===== config.mk =====
export PLATFORM = sky130hd
export DESIGN_NAME = pipelined_add_accum
export DESIGN_NICKNAME = d
export VERILOG_FILES = /design/src/rtl/pipelined_add_accum_pkg.sv /design/src/rtl/sat_adder.sv /design/src/rtl/pipelined_add_accum.sv
export SDC_FILE = /design/constraint.sdc
export NUM_CORES = 1
export LEC_CHECK = 0
export BUFFER_PORTS_ARGS = -buffer_cell sky130_fd_sc_hd__buf_4
export CORE_ASPECT_RATIO = 1.75
export CORE_UTILIZATION = 45
export DETAILED_ROUTE_END_ITERATION = 12
export GPL_TIMING_DRIVEN = 0
export PLACE_DENSITY = 0.74
export SLEW_MARGIN = 20
export SYNTH_ARGS = -nofsm -noshare
export SYNTH_HDL_FRONTEND = slang
export SYNTH_SLANG_ARGS = --single-unit

===== constraint.sdc =====
create_clock -name clk -period 3.7 [get_ports clk]
set_input_delay 0.555 -clock clk [delete_from_list [all_inputs] [get_ports clk]]
set_output_delay 0.555 -clock clk [all_outputs]
set_load 0.01 [all_outputs]

===== src/rtl/pipelined_add_accum_pkg.sv =====
// Shared types and default widths for the pipelined add/accumulate block.
// Operation codes travel with each operand pair and select the datapath result.
package pipelined_add_accum_pkg;

  localparam int unsigned DEF_WIDTH     = 8;
  localparam int unsigned DEF_ACC_WIDTH = 16;
  localparam int unsigned DEF_CNT_WIDTH = 8;
  localparam bit          DEF_SATURATE  = 1'b1;

  typedef enum logic [1:0] {
    MODE_ADD  = 2'b00,
    MODE_SUB  = 2'b01,
    MODE_ACC  = 2'b10,
    MODE_LOAD = 2'b11
  } mode_t;

endpackage


===== src/rtl/sat_adder.sv =====
// Combinational three-operand adder with a (W+1)-bit internal sum, overflow
// detection and optional clamp to all-ones.
module sat_adder #(
  parameter int unsigned W        = 16,
  parameter bit          SATURATE = 1'b1
) (
  input  logic [W-1:0] op_a,
  input  logic [W-1:0] op_b,
  input  logic [W-1:0] op_c,
  output logic [W-1:0] sum,
  output logic         ovf
);

  logic [W:0] full_sum;

  // One extra bit is enough because callers keep op_b + op_c well below 2^W.
  assign full_sum = {1'b0, op_a} + {1'b0, op_b} + {1'b0, op_c};
  assign ovf      = full_sum[W];
  assign sum      = (SATURATE && ovf) ? {W{1'b1}} : full_sum[W-1:0];

endmodule


===== src/rtl/pipelined_add_accum.sv =====
// Operand-pair adder/subtractor/accumulator with a one-deep registered
// valid/ready output stage, sticky overflow flag and accepted-pair counter.
module pipelined_add_accum
  import pipelined_add_accum_pkg::*;
#(
  parameter int unsigned WIDTH     = DEF_WIDTH,
  parameter int unsigned ACC_WIDTH = DEF_ACC_WIDTH,
  parameter bit          SATURATE  = DEF_SATURATE,
  parameter int unsigned CNT_WIDTH = DEF_CNT_WIDTH
) (
  input  logic                 clk,
  input  logic                 rst_n,
  input  logic                 in_valid,
  output logic                 in_ready,
  input  logic [WIDTH-1:0]     in_a,
  input  logic [WIDTH-1:0]     in_b,
  input  logic [1:0]           in_mode,
  input  logic                 clr_ovf,
  output logic                 out_valid,
  input  logic                 out_ready,
  output logic [ACC_WIDTH-1:0] out_data,
  output logic                 out_flag,
  output logic                 ovf_sticky,
  output logic [CNT_WIDTH-1:0] txn_count
);

  logic                 out_valid_q,  out_valid_d;
  logic [ACC_WIDTH-1:0] out_data_q,   out_data_d;
  logic                 out_flag_q,   out_flag_d;
  logic [ACC_WIDTH-1:0] acc_q,        acc_d;
  logic                 ovf_sticky_q, ovf_sticky_d;
  logic [CNT_WIDTH-1:0] txn_count_q,  txn_count_d;

  mode_t                mode;
  logic                 accept;
  logic [ACC_WIDTH-1:0] a_ext;
  logic [ACC_WIDTH-1:0] b_ext;
  logic [ACC_WIDTH-1:0] add_sum;
  logic [ACC_WIDTH-1:0] sub_diff;
  logic [ACC_WIDTH-1:0] acc_sum;
  logic                 acc_ovf;

  // The output register frees up in the same cycle it is drained.
  assign in_ready = !out_valid_q || out_ready;
  assign accept   = in_valid && in_ready;
  assign mode     = mode_t'(in_mode);

  assign a_ext    = ACC_WIDTH'(in_a);
  assign b_ext    = ACC_WIDTH'(in_b);
  assign add_sum  = a_ext + b_ext;
  assign sub_diff = a_ext - b_ext;

  sat_adder #(
    .W        (ACC_WIDTH),
    .SATURATE (SATURATE)
  ) u_acc_adder (
    .op_a (acc_q),
    .op_b (a_ext),
    .op_c (b_ext),
    .sum  (acc_sum),
    .ovf  (acc_ovf)
  );

  always_comb begin
    // NOTE: every _d gets its hold value first so no path leaves it unassigned
    // and no latch is inferred.
    out_valid_d  = out_valid_q;
    out_data_d   = out_data_q;
    out_flag_d   = out_flag_q;
    acc_d        = acc_q;
    ovf_sticky_d = ovf_sticky_q;
    txn_count_d  = txn_count_q;

    if (out_valid_q && out_ready) begin
      out_valid_d = 1'b0;
    end

    if (clr_ovf) begin
      ovf_sticky_d = 1'b0;
    end

    if (accept) begin
      out_valid_d = 1'b1;
      txn_count_d = txn_count_q + CNT_WIDTH'(1);
      unique case (mode)
        MODE_ADD: begin
          out_data_d = add_sum;
          out_flag_d = add_sum[WIDTH];
        end
        MODE_SUB: begin
          out_data_d = sub_diff;
          out_flag_d = (in_b > in_a);
        end
        MODE_ACC: begin
          out_data_d = acc_sum;
          out_flag_d = acc_ovf;
          acc_d      = acc_sum;
          // A new overflow outranks a simultaneous clear.
          if (acc_ovf) begin
            ovf_sticky_d = 1'b1;
          end
        end
        MODE_LOAD: begin
          out_data_d = add_sum;
          out_flag_d = 1'b0;
          acc_d      = add_sum;
        end
        default: ;
      endcase
    end
  end

  always_ff @(posedge clk) begin
    // NOTE: state flops use non-blocking assignments so every register samples
    // its _d from the same pre-edge values.
    if (!rst_n) begin
      out_valid_q  <= 1'b0;
      out_data_q   <= '0;
      out_flag_q   <= 1'b0;
      acc_q        <= '0;
      ovf_sticky_q <= 1'b0;
      txn_count_q  <= '0;
    end else begin
      out_valid_q  <= out_valid_d;
      out_data_q   <= out_data_d;
      out_flag_q   <= out_flag_d;
      acc_q        <= acc_d;
      ovf_sticky_q <= ovf_sticky_d;
      txn_count_q  <= txn_count_d;
    end
  end

  assign out_valid  = out_valid_q;
  assign out_data   = out_data_q;
  assign out_flag   = out_flag_q;
  assign ovf_sticky = ovf_sticky_q;
  assign txn_count  = txn_count_q;

endmodule


==> flow_metrics.env <==
export IMPL_clockBufferDepth=2
export IMPL_gp_congestion=0.9236
export IMPL_cp_max_fo=4
export IMPL_start_util_pct=47.20
export IMPL_yosysSeqAreaShare_pct=25.04
export IMPL_utilization_pct=56.22
export IMPL_rows=41
export IMPL_syn_cell_area_um2=3438
export IMPL_yosysTopAreaCell="dfxtp_1"
export IMPL_slew_headroom_pct=51.49
export IMPL_clk_pin_slew_ps=60
export IMPL_vias=3293
export IMPL_crit_slowest_cell="fa_1"
export IMPL_antennaDiodeCount=0
export IMPL_min_period_ps=3199
export IMPL_synthDistinctLibCells=65
export IMPL_grt_pass1_wl_mm=15.59
export IMPL_status="complete, no violations"
export IMPL_leakagePower_nw=1.725
export IMPL_drive_gt1_share_pct=19.03
export IMPL_min_path_type="reg -> reg"
export IMPL_cp_startpoint="in_a[1]"
export IMPL_cts_htree_levels=2
export IMPL_yosys_top_cells_area="dfxtp_1 25%, ha_1 11%, fa_1 6.4%"
export IMPL_ys_async_sr_fraction_pct=0
export IMPL_antenna_left=0
export IMPL_r2r_end="out_data[7]"
export IMPL_post_cts_buffers=0
export IMPL_rsz0062_at_grt="no"
export IMPL_synth_edff_count=0
export IMPL_cp_arrival_ps=3370
export IMPL_setup_viol=0
export IMPL_synth_flop_cell="dfxtp_1"
export IMPL_cts_sinks=43
export IMPL_met2RoutedLength_mm=5.178
export IMPL_ys_warnings_count=0
export IMPL_whs_path_depth=2
export IMPL_r2r_slack_ps=590
export IMPL_drt_iter0_drc=267
export IMPL_wl_met3_um=432
export IMPL_port_buffers=50
export IMPL_fin_skew_ps=5.263
export IMPL_dr_pass1_iters=4
export IMPL_drt_met1_wl_mm=3.543
export IMPL_path_class="in -> reg"
export IMPL_drv_slew=0
export IMPL_totalWireLength_mm=9.641
export IMPL_power_mw=1.558
export IMPL_core_area_um2=7284
export IMPL_die_width_um=68.08
export IMPL_worst_slew_pin_slew_ps=720.0
export IMPL_antenna_found_initial=0
export IMPL_vias_per_cell=5.891
export IMPL_ys_seq_elements=43
export IMPL_reg2reg_from="acc_q[1]"
export IMPL_highest_layer="met4"
export IMPL_cts_buffers=5
export IMPL_period_share_pct=86.47
export IMPL_root_buffer="clkbuf_16"
export IMPL_max_stage_delay_ps=470
export IMPL_fillerInstances=691
export IMPL_crit_required_ps=3870
export IMPL_area_delta_synth_final_pct=19.10
export IMPL_fin_tns_setup_ps=0
export IMPL_path_cells="buf_4 -> fa_1 -> ha_1 -> fa_1 -> a211oi_1 -> o21bai_1 -> a21oi_1 -> xor2_1 -> a21oi_1 -> a311o_1"
export IMPL_die_area_um2=8008
export IMPL_cap_violations=0
export IMPL_min_delay_start="txn_count[7]"
export IMPL_die_h_um=117.6
export IMPL_syn_avg_cell_area_um2=8.285
export IMPL_insertion_delay_ps=290
export IMPL_io_pins=51
export IMPL_grt_usage_pct=25.75
export IMPL_max_freq_mhz=312.6
export IMPL_drc=0
export IMPL_wl_per_cell_um=17.25
export IMPL_hold_buffers=0
export IMPL_powerDensity_nw_per_um2=380.6
export IMPL_cts_tree="done"
export IMPL_grt_start_max_net_pins=14
export IMPL_synthesis_nets=478
export IMPL_grt_ovfl_total=0
export IMPL_grt_pass1_vias=3294
export IMPL_end_kind="register"
export IMPL_nNetsFinal=535
export IMPL_vdd_ir_drop_max_mv=0.1587
export IMPL_synth_top_area_share_pct=25.04
export IMPL_cts_resized=0
export IMPL_netlist_instances=415
export IMPL_hold_viol=0
export IMPL_rr_worst_depth=9
export IMPL_dp_hpwl_mm=7.726
export IMPL_startpoint_type="primary input"
export IMPL_worstHoldEndpoint="txn_count[7]"
[report_power, final]
part / switching, mW / internal, mW
registers: 0.0222 / 0.493
logic: 0.312 / 0.216
clock network: 0.181 / 0.335
[per-layer routing]
metal | up-vias | global-route usage (%)
met1 | 1540 | 26.56
met3 | 34 | 3.198
met4 | 0 | 15.10
li1 | 1598 | -
met5 | - | 0
met2 | 121 | 46.32
[stage by stage]
step | setup WS, ps | hold slack [ps] | instance area (um2) | std cells
finish | 500.7 | 485.7 | 4095 | 559
global placement | 291.1 | 465.6 | 3921 | 551
CTS | 565.9 | 492.6 | 4095 | 559
floorplan | 862.4 | 469.4 | 3438 | 415
global route | 469.9 | 531.9 | 4095 | 559
detailed placement | 284.0 | 480.8 | 3921 | 551
[sequential cells by signal, indices dropped and copies added (netlist names)]
name	count
acc_q	16
out_flag	1
out_valid	1
txn_count	8
ovf_sticky	1
out_data	16
[worst max path at each step]
| stage | endpoint | cells past startpoint |
|---|---|---|
| after global placement | out_data[7] | 10 |
| final | out_data[7] | 10 |
| after detailed placement | out_data[7] | 10 |
| after floorplan | out_data[7] | 9 |
| after global routing | acc_q[0] | 9 |
| after CTS | out_data[7] | 10 |
[synthesized netlist by cell type (all sizes together), types with 9 or more instances]
| master | instances |
|---|---|
| xor2 | 14 |
| fa | 11 |
| o21a | 9 |
| a211oi | 11 |
| inv | 25 |
| o21ai | 31 |
| a21oi | 32 |
| nor2 | 39 |
| dfxtp | 43 |
| nand3 | 12 |
| ha | 29 |
| xnor2 | 10 |
| buf | 13 |
| nor3 | 11 |
| nand2 | 28 |
[area by class of cell]
class	instances	area (um2)	area share [%]
plain buffers	21	112.6	2.750
repair buffers	50	375.4	9.166
multi-input cells	326	2371	57.90
well taps	86	107.6	2.628
flip-flops and latches	43	860.8	21.02
clock buffers	6	138.9	3.391
clock inverters	2	35.03	0.8555
inverters	25	93.84	2.291
[cells by family after synthesis]
family / Yosys count / synth area share (%)
mux: 4 / 1.165
flops: 43 / 25.04
buf+inv: 46 / 6.004
fa+ha+maj: 40 / 16.96
simple gates: 126 / 18.38
compound gates: 132 / 26.35
xor+xnor: 24 / 6.113
[cells in the final DEF, fill, tap and decap left out, drive strengths merged, types with 3 or more instances in the layout]
cell | netlist | final
nand4 | 3 | 3
o21ai | 31 | 31
o21a | 9 | 9
and3 | 3 | 3
nand2b | 4 | 4
clkbuf | 8 | 14
xnor2 | 10 | 10
o31ai | 5 | 5
dfxtp | 43 | 43
nor2 | 39 | 39
nor3b | 3 | 3
a21o | 3 | 3
nand3b | 3 | 3
nor3 | 11 | 11
nand3 | 12 | 12
o22ai | 4 | 4
or3 | 5 | 5
buf | 13 | 63
a211oi | 11 | 11
o21bai | 3 | 3
nand2 | 28 | 28
mux2i | 4 | 4
ha | 29 | 29
nor2b | 8 | 8
a21oi | 32 | 32
inv | 25 | 25
fa | 11 | 11
a31oi | 8 | 8
xor2 | 14 | 14
[worst max-delay path, delay by kind of cell]
| family | cells | cell delay (ps) |
|---|---|---|
| buffers and inverters | 1 | 130 |
| XOR/XNOR | 1 | 300 |
| AO/OA/AOI/OAI | 5 | 1230 |
| adder cells (fa/ha/maj) | 3 | 1150 |
No activity file was read; power rests on OpenSTA's default activity.
